==> src/rtl/fntt_pkg.sv <==
// Shared FNTT definitions: default frame geometry, the index bit-reverse helper
// and the bank-select/count pointer used by the bit-reverse stream controller.
package fntt_pkg;

    localparam int unsigned N_DEFAULT  = 8;
    localparam int unsigned DW_DEFAULT = 8;

    // Widest index the shared bitrev helper and pointer counts support
    localparam int unsigned IDX_MAXW = 16;
    localparam int unsigned IDX_SELW = $clog2(IDX_MAXW);

    typedef struct packed {
        logic                bank;
        logic [IDX_MAXW-1:0] cnt;
    } bank_ptr_t;

    // Reverse the low w bits of idx; bits at and above w come back as zero
    function automatic logic [IDX_MAXW-1:0] bitrev(input logic [IDX_MAXW-1:0] idx,
                                                   input int unsigned        w);
        logic [IDX_MAXW-1:0] r;
        r = '0;
        for (int unsigned b = 0; b < IDX_MAXW; b++) begin
            if (b < w) begin
                r[IDX_SELW'(w - 1 - b)] = idx[IDX_SELW'(b)];
            end
        end
        return r;
    endfunction

endpackage

==> src/rtl/bitrev_bank.sv <==
// One N x DW frame buffer bank: synchronous write port, combinational read port.
// Contents are intentionally not reset.
module bitrev_bank #(
    parameter int unsigned  N     = 8,
    parameter int unsigned  DW    = 8,
    localparam int unsigned LOG2N = $clog2(N)
) (
    input  logic             clk,
    input  logic             we,
    input  logic [LOG2N-1:0] waddr,
    input  logic [DW-1:0]    wdata,
    input  logic [LOG2N-1:0] raddr,
    output logic [DW-1:0]    rdata
);

    logic [DW-1:0] mem [N];

    always_ff @(posedge clk) begin
        if (we) begin
            mem[waddr] <= wdata;
        end
    end

    assign rdata = mem[raddr];

endmodule

==> src/rtl/bitrev_stream_ctrl.sv <==
// Streaming bit-reverse permutation buffer: natural-order frames in, bit-reversed out.
// Define BITREV_PINGPONG_EN for two ping-pong banks; otherwise a single bank is used.
module bitrev_stream_ctrl
    import fntt_pkg::*;
#(
    parameter int unsigned  N     = N_DEFAULT,
    parameter int unsigned  DW    = DW_DEFAULT,
    localparam int unsigned LOG2N = $clog2(N)
) (
    input  logic          clk,
    input  logic          rst_n,
    input  logic          s_valid,
    output logic          s_ready,
    input  logic [DW-1:0] s_data,
    output logic          m_valid,
    input  logic          m_ready,
    output logic [DW-1:0] m_data,
    output logic          m_last
);

`ifdef BITREV_PINGPONG_EN
    localparam int unsigned NBANK = 2;
`else
    localparam int unsigned NBANK = 1;
`endif
    localparam logic [IDX_MAXW-1:0] LAST_IDX = IDX_MAXW'(N - 1);

    bank_ptr_t        wptr_q, wptr_d;
    bank_ptr_t        rptr_q, rptr_d;
    logic [NBANK-1:0] full_q, full_d;
    logic [NBANK-1:0] wsel, rsel, bank_we;
    logic [DW-1:0]    bank_rdata [NBANK];
    logic [DW-1:0]    rd_word;
    logic [LOG2N-1:0] wr_addr, rd_addr;
    logic             wbank_full, rbank_full;
    logic             wr_fire, rd_fire, wr_wrap, rd_wrap;

    assign wr_addr = LOG2N'(wptr_q.cnt);
    assign rd_addr = LOG2N'(bitrev(rptr_q.cnt, LOG2N));

    // Per-bank select, write enable, full-flag update and storage
    for (genvar g = 0; g < NBANK; g++) begin : g_bank
        assign wsel[g]    = (wptr_q.bank == 1'(g));
        assign rsel[g]    = (rptr_q.bank == 1'(g));
        assign bank_we[g] = wr_fire & wsel[g];
        assign full_d[g]  = (wr_fire & wr_wrap & wsel[g])
                          | (full_q[g] & ~(rd_fire & rd_wrap & rsel[g]));

        bitrev_bank #(
            .N  (N),
            .DW (DW)
        ) u_bank (
            .clk   (clk),
            .we    (bank_we[g]),
            .waddr (wr_addr),
            .wdata (s_data),
            .raddr (rd_addr),
            .rdata (bank_rdata[g])
        );
    end

    assign wbank_full = |(full_q & wsel);
    assign rbank_full = |(full_q & rsel);

`ifdef BITREV_PINGPONG_EN
    assign rd_word = rptr_q.bank ? bank_rdata[1] : bank_rdata[0];
`else
    assign rd_word = bank_rdata[0];
`endif

    // Handshake outputs depend on registered pointers and flags only
    assign s_ready = ~wbank_full;
    assign m_valid = rbank_full;
    assign m_data  = m_valid ? rd_word : '0;
    assign wr_wrap = (wptr_q.cnt == LAST_IDX);
    assign rd_wrap = (rptr_q.cnt == LAST_IDX);
    assign m_last  = m_valid & rd_wrap;
    assign wr_fire = s_valid & s_ready;
    assign rd_fire = m_valid & m_ready;

    // Pointer next state; the bank bit only advances in the ping-pong build
    always_comb begin
        wptr_d = wptr_q;
        rptr_d = rptr_q;
        if (wr_fire) begin
            if (wr_wrap) begin
                wptr_d.cnt = '0;
`ifdef BITREV_PINGPONG_EN
                wptr_d.bank = ~wptr_q.bank;
`endif
            end else begin
                wptr_d.cnt = wptr_q.cnt + IDX_MAXW'(1);
            end
        end
        if (rd_fire) begin
            if (rd_wrap) begin
                rptr_d.cnt = '0;
`ifdef BITREV_PINGPONG_EN
                rptr_d.bank = ~rptr_q.bank;
`endif
            end else begin
                rptr_d.cnt = rptr_q.cnt + IDX_MAXW'(1);
            end
        end
    end

    always_ff @(posedge clk or negedge rst_n) begin
        if (!rst_n) begin
            wptr_q <= '0;
            rptr_q <= '0;
            full_q <= '0;
        end else begin
            wptr_q <= wptr_d;
            rptr_q <= rptr_d;
            full_q <= full_d;
        end
    end

endmodule
==> config.mk <==
export PLATFORM = sky130hd
export DESIGN_NAME = bitrev_stream_ctrl
export DESIGN_NICKNAME = d
export VERILOG_FILES = /design/src/rtl/fntt_pkg.sv /design/src/rtl/bitrev_bank.sv /design/src/rtl/bitrev_stream_ctrl.sv
export SDC_FILE = /design/constraint.sdc
export NUM_CORES = 1
export LEC_CHECK = 0
export ABC_AREA = 1
export CAP_MARGIN = 40
export CORE_MARGIN = 5
export CORE_UTILIZATION = 39
export CTS_CLUSTER_DIAMETER = 40
export DETAILED_ROUTE_END_ITERATION = 6
export HOLD_SLACK_MARGIN = 0.1
export PLACE_DENSITY = 0.57
export SLEW_MARGIN = 20
export SYNTH_ARGS = -nofsm -noshare
export SYNTH_HDL_FRONTEND = slang
export SYNTH_SLANG_ARGS = --single-unit
==> constraint.sdc <==
create_clock -name clk -period 2.9 [get_ports clk]
set_input_delay 0.87 -clock clk [delete_from_list [all_inputs] [get_ports clk]]
set_output_delay 0.87 -clock clk [all_outputs]
set_load 0.01 [all_outputs]
; ---- After elaboration in Yosys (flattened, before gate mapping)
; Memory sizes are Yosys's and may differ from the RTL's.
; Index checks and enable logic that the tools add are counted.
[classes]
n_addsub = 2
n_eq_ne = 2
n_mux = 5
bitwise = 9
[op_table]
columns = operator, count
row1 = adder 16 x 1 -> 16 bit (second input constant), 2
row2 = equality test 16 x 3 -> 1 bit (second input constant), 2
row3 = two-way mux 16 bit, 2
row4 = two-way mux 8 bit, 1
row5 = AND 1 bit, 6
row6 = two-way mux 1 bit, 2
row7 = NOT 1 bit, 2
row8 = bitwise OR 1 bit, 1
[word_totals]
regBits = 33
mem_bits_rw = 64
input_bits = 12
output_inout_bits = 11
elab_cells = 22
n_memories = 1
[mem_list]
columns = name, words, word_bits, read_ports, rd_clocked_by_memory_dff, write_ports, line_no
row1 = g_bank[0].u_bank.mem, 8, 8, 1, 0, 1, bitrev_bank.sv:16  ; logic [DW-1:0] mem [N];

; ---- Depth between registers and ports, before layout
[logic_depth]
ltp_word = 5
depth_mapped = 9
mapped_depth_nobuf = 9

; ---- By module
; Synthesis repeated with hierarchy kept, for this count alone.
[hier_totals]
cells_unflattened = 600
area_unflattened_um2 = 5013.6
[modules_own_cells]
columns = mod, n_inst, cells_per_inst, area_per_inst_um2, seq_area_each_um2
row1 = bitrev_bank, 1, 295, 2890.3, 1921.8
row2 = bitrev_stream_ctrl, 1, 305, 2123.3, 825.8

; ---- Worst setup path before layout
; No wires, ideal clock.
[synth_path]
path_type = input-to-reg
start = input s_valid
end = memory g_bank[0].u_bank.mem[6][0], enable pin
setup_ns = 0.383
t_arrival_ns = 1.777
required_time_ns = 2.517
slack_ns = 0.740
cell_stages = 4
n_path_buf = 0
path_cell_list = nand2_4 -> inv_2 -> nand2_1 -> nor3_1
[synth_via]
elab_chain_cells = 3
[synth_lines]
columns = item, line_no
row1 = "start, declared", bitrev_stream_ctrl.sv:12  ; input logic s_valid,
row2 = AND 1 bit, bitrev_stream_ctrl.sv:78  ; assign wr_fire = s_valid & s_ready;
row3 = two-way mux 1 bit, bitrev_bank.sv:19  ; if (we) begin
row4 = two-way mux 1 bit (not written as such), bitrev_bank.sv:20  ; mem[waddr] <= wdata;
row5 = "end, declared", bitrev_bank.sv:16
; Every way passes these cells.

; ---- Final worst setup path
[layout_path]
start = register rptr_q (netlist bit rd_addr[0])
end = output m_data[5]
[layout_via]
elab_chain_cells = 2
[layout_lines]
columns = item, line_no
row1 = "start, declared", bitrev_stream_ctrl.sv:29  ; bank_ptr_t rptr_q, rptr_d;
row2 = "start signal, assigned", bitrev_stream_ctrl.sv:114  ; rptr_q <= rptr_d;
row3 = memory read (8 x 8 bit), n/a
row4 = two-way mux 8 bit, bitrev_stream_ctrl.sv:74  ; assign m_data = m_valid ? rd_word : '0;
row5 = "end, declared", bitrev_stream_ctrl.sv:17  ; output logic [DW-1:0] m_data,
; Every way passes these cells.

==> run_results.csv <==
group,metric,value,unit
timing,slew_headroom,0.6621,
synthesis,syn-cell-area,0.004778,mm^2
synthesis,ys_seq_area_frac,0.5750,
worst_setup_path,worstReg2RegEnd,"g_bank[0].u_bank.mem[6][4]",
worst_setup_path,startpoint_type,"flip-flop",
synthesis,postSynthCellCount,557,
layout,drive_above_1_share,0.1047,
cts,clk_pin_slew,70,ps
synthesis,postSynth.asyncResetShare,0.3402,
worst_setup_path,cp-end-kind,"output port",
flow_run,cap_violations,0,
global_route,grt_usage,0.1436,
timing,fin_crit,2802,ps
worst_hold_path,hold_depth,1,
worst_setup_path,crit_top_cell,"nor2_1",
layout,finish.instance_area,0.005565,mm^2
worst_setup_path,cp_slowest_stage_delay,450,ps
floorplan,start_util,0.3978,
worst_hold_path,hold_class,"reg -> reg",
cts,cts_tree,"yes",
floorplan,dieWidth,120.7,um
routing,firstDrtPassIters,5,
pwr,leakagePower,2.473,nW
synthesis,ys_types,28,
routing,vias,3568,
cts,cts_buffers,9,
worst_setup_path,worstPathRequired,2030,ps
synthesis,synth.avg_cell_area,8.579,um^2
synthesis,ys_warn_count,0,
routing,drc,0,
worst_setup_path,worstPathCellList,"buf_4 > buf_4 > buf_4 > nor2_1 > nor2_1 > o21ai_0 > nand2_1 > nor2_1 > nor2_1 > dlygate4sd2_1",
pwr,total_power,3.166,mW
floorplan,rows,40,
timing,fin_tns_setup,0,ps
placement,portBuffers,22,
worst_hold_path,whs_endpoint,"rptr_q[4]",
floorplan,ios,23,
worst_setup_path,r2r-start,"full_q",
floorplan,dieArea,0.01457,mm^2
synthesis,yosysMostFrequentCell,"nand2_1",
placement,dp_hpwl,6.729,mm
synthesis,synth_flop_cell,"edfxtp_1",
routing,drt-vias-per-instance,4.764,
layout,final_nets,611,
worst_setup_path,reg2reg_depth,6,
worst_setup_path,cp_max_fo,4,
worst_setup_path,critical_path_class,"reg -> out",
pwr,powerDensity,568.9,mW/mm^2
cts,cts_sinks,97,
timing,fmax,356.8,MHz
synthesis,syn_nets,571,
layout,final.fill_count,1173,
global_route,grt_pass1_wl,16.54,mm
synthesis,synth_edf_count,64,
pwr,irDropWorstVdd,0.3369,mV
layout,fin_cells,749,
status,outcome,"completed",
layout,fin_util,0.4633,
synthesis,synth_top_cell_area_share,0.4022,
floorplan,die_h,120.7,um
routing,ant_nets,0,
synthesis,synth_common_cells,"nand2_1 (138), nor2_1 (130), edfxtp_1 (64), inv_1 (64), nand3_1 (40)",
cts,clk_latency,340,ps
synthesis,synth_area_leaders,"edfxtp_1 (40%), dfrtp_1 (17%), nand2_1 (11%), nor2_1 (10%), inv_1 (5.0%)",
synthesis,ys_seq_elements,97,
timing,final_max_slew_viol_count,0,
timing,worst_clock_skew,8.612,ps
synthesis,synth_top_cell_by_area,"edfxtp_1",
floorplan,coreArea,0.01201,mm^2
global_route,antenna_found_initial,0,
routing,routed_wl,9.985,mm
timing,tightest_slew,506.9,ps
cts,clock_path_buffers,2,
worst_hold_path,worstHoldStart,"rptr_q[4]",
routing,drt_iter0_markers,225,
timing,setup_viol,0,
placement,placed_cells,726,
timing,hold_viol,0,
global_route,grt_max_degree,34,
worst_setup_path,cp_slowest_cell,"dfrtp_2",
timing,period_share,0.9664,
cts,cts_max_level,3,
layout,diodes,0,
global_route,overflow,0,
worst_setup_path,arrival,1930,ps
worst_setup_path,rrSetupSlack,1090,ps
cts,root_buffer,"clkbuf_16",
placement,gp_congestion,0.8276,
global_route,grt_pass1_vias,3456,
routing,wl_per_cell,13.33,um
layout,areaGrowthSynthToFinish,16.47,%
placement,placement.cell_area,0.005205,mm^2
stage by stage:
stage          hold WS (ps)  setup WS (ps)
3_5_place_dp          511.4          143.8
2_1_floorplan         463.6          739.7
4_1_cts               524.9         -10.27
3_3_place_gp          509.5          178.1
6_report              520.6          97.57
5_1_grt               550.4         -43.63
state kept, by name, summed over array words and instances (netlist names):
name	count
g_bank.u_bank.mem	64
full_q	1
wptr_q	16
rptr_q	13
rd_addr	3
placed cells by master (no fill, tap or decap), types with 3 or more instances in the layout:
master / count
buf_4: 19
clkbuf_16: 9
clkdlybuf4s50_1: 14
clkinv_1: 3
dfrtp_1: 31
dlygate4sd2_1: 5
dlymetal6s2s_1: 3
edfxtp_1: 64
inv_1: 64
inv_2: 6
nand2_1: 137
nand2_2: 7
nand3_1: 40
nand4_1: 6
nor2_1: 129
nor2_2: 4
nor2_4: 5
nor3_1: 3
o21ai_0: 17
o21ai_1: 7
xor2_1: 6
worst max-delay path by stage:
| stage | endpoint | from | cells past startpoint |
|---|---|---|---|
| after floorplan | g_bank[0].u_bank.mem[6][0] | s_valid | 4 |
| after CTS | m_data[0] | rd_addr[0] | 8 |
| after global routing | m_data[5] | rd_addr[0] | 10 |
| final | m_data[5] | rd_addr[0] | 10 |
| after global placement | m_data[6] | rd_addr[0] | 8 |
| after detailed placement | m_data[6] | rd_addr[0] | 8 |
worst max-delay path: cells and delay by family, from the launching register on:
kind                   cells  cell delay, ps
buffers and inverters      4             700
DFF                        1             450
AOI/OAI and AO/OA          1              80
and+or+nand+nor            5             360
per-layer routing:
| metal | up-vias | track usage | wire (um) |
|---|---|---|---|
| met5 | - | 0 | 0 |
| met2 | 67 | 0.2354 | 4795 |
| met1 | 1645 | 0.1849 | 4681 |
| met3 | 10 | 0.03789 | 400 |
| met4 | 0 | 0.04816 | 107 |
| li1 | 1846 | - | - |
power by group:
group          switching, mW  total [mW]  internal, mW
logic                  0.213       0.319         0.106
clock network          0.486        1.15         0.663
registers             0.0829        1.70          1.62
what timing repair did:
action / CTS / global route
hold buffers: 0 / 0
endpoints found under the setup margin: 9 / 4
setup buffers: 4 / 3
gates resized for setup: 11 / 5
cell families after synthesis:
family / synth area share
simple gates: 0.3019
fa+ha+maj: 0.005236
compound gates: 0.02933
xor+xnor: 0.01283
buf+inv: 0.07567
flops: 0.5750
cell type report:
| class | instances | area [um^2] | area share |
|---|---|---|---|
| Clock buffer | 10 | 229.0 | 0.04114 |
| Clock inverter | 6 | 57.56 | 0.01034 |
| Inverter | 71 | 271.5 | 0.04879 |
| Multi-Input combinational cell | 375 | 1674 | 0.3008 |
| Sequential cell | 97 | 2750 | 0.4942 |
| Tap cell | 147 | 183.9 | 0.03305 |
| Timing Repair Buffer | 43 | 399.1 | 0.07172 |
(Power assumes the default switching activity.)
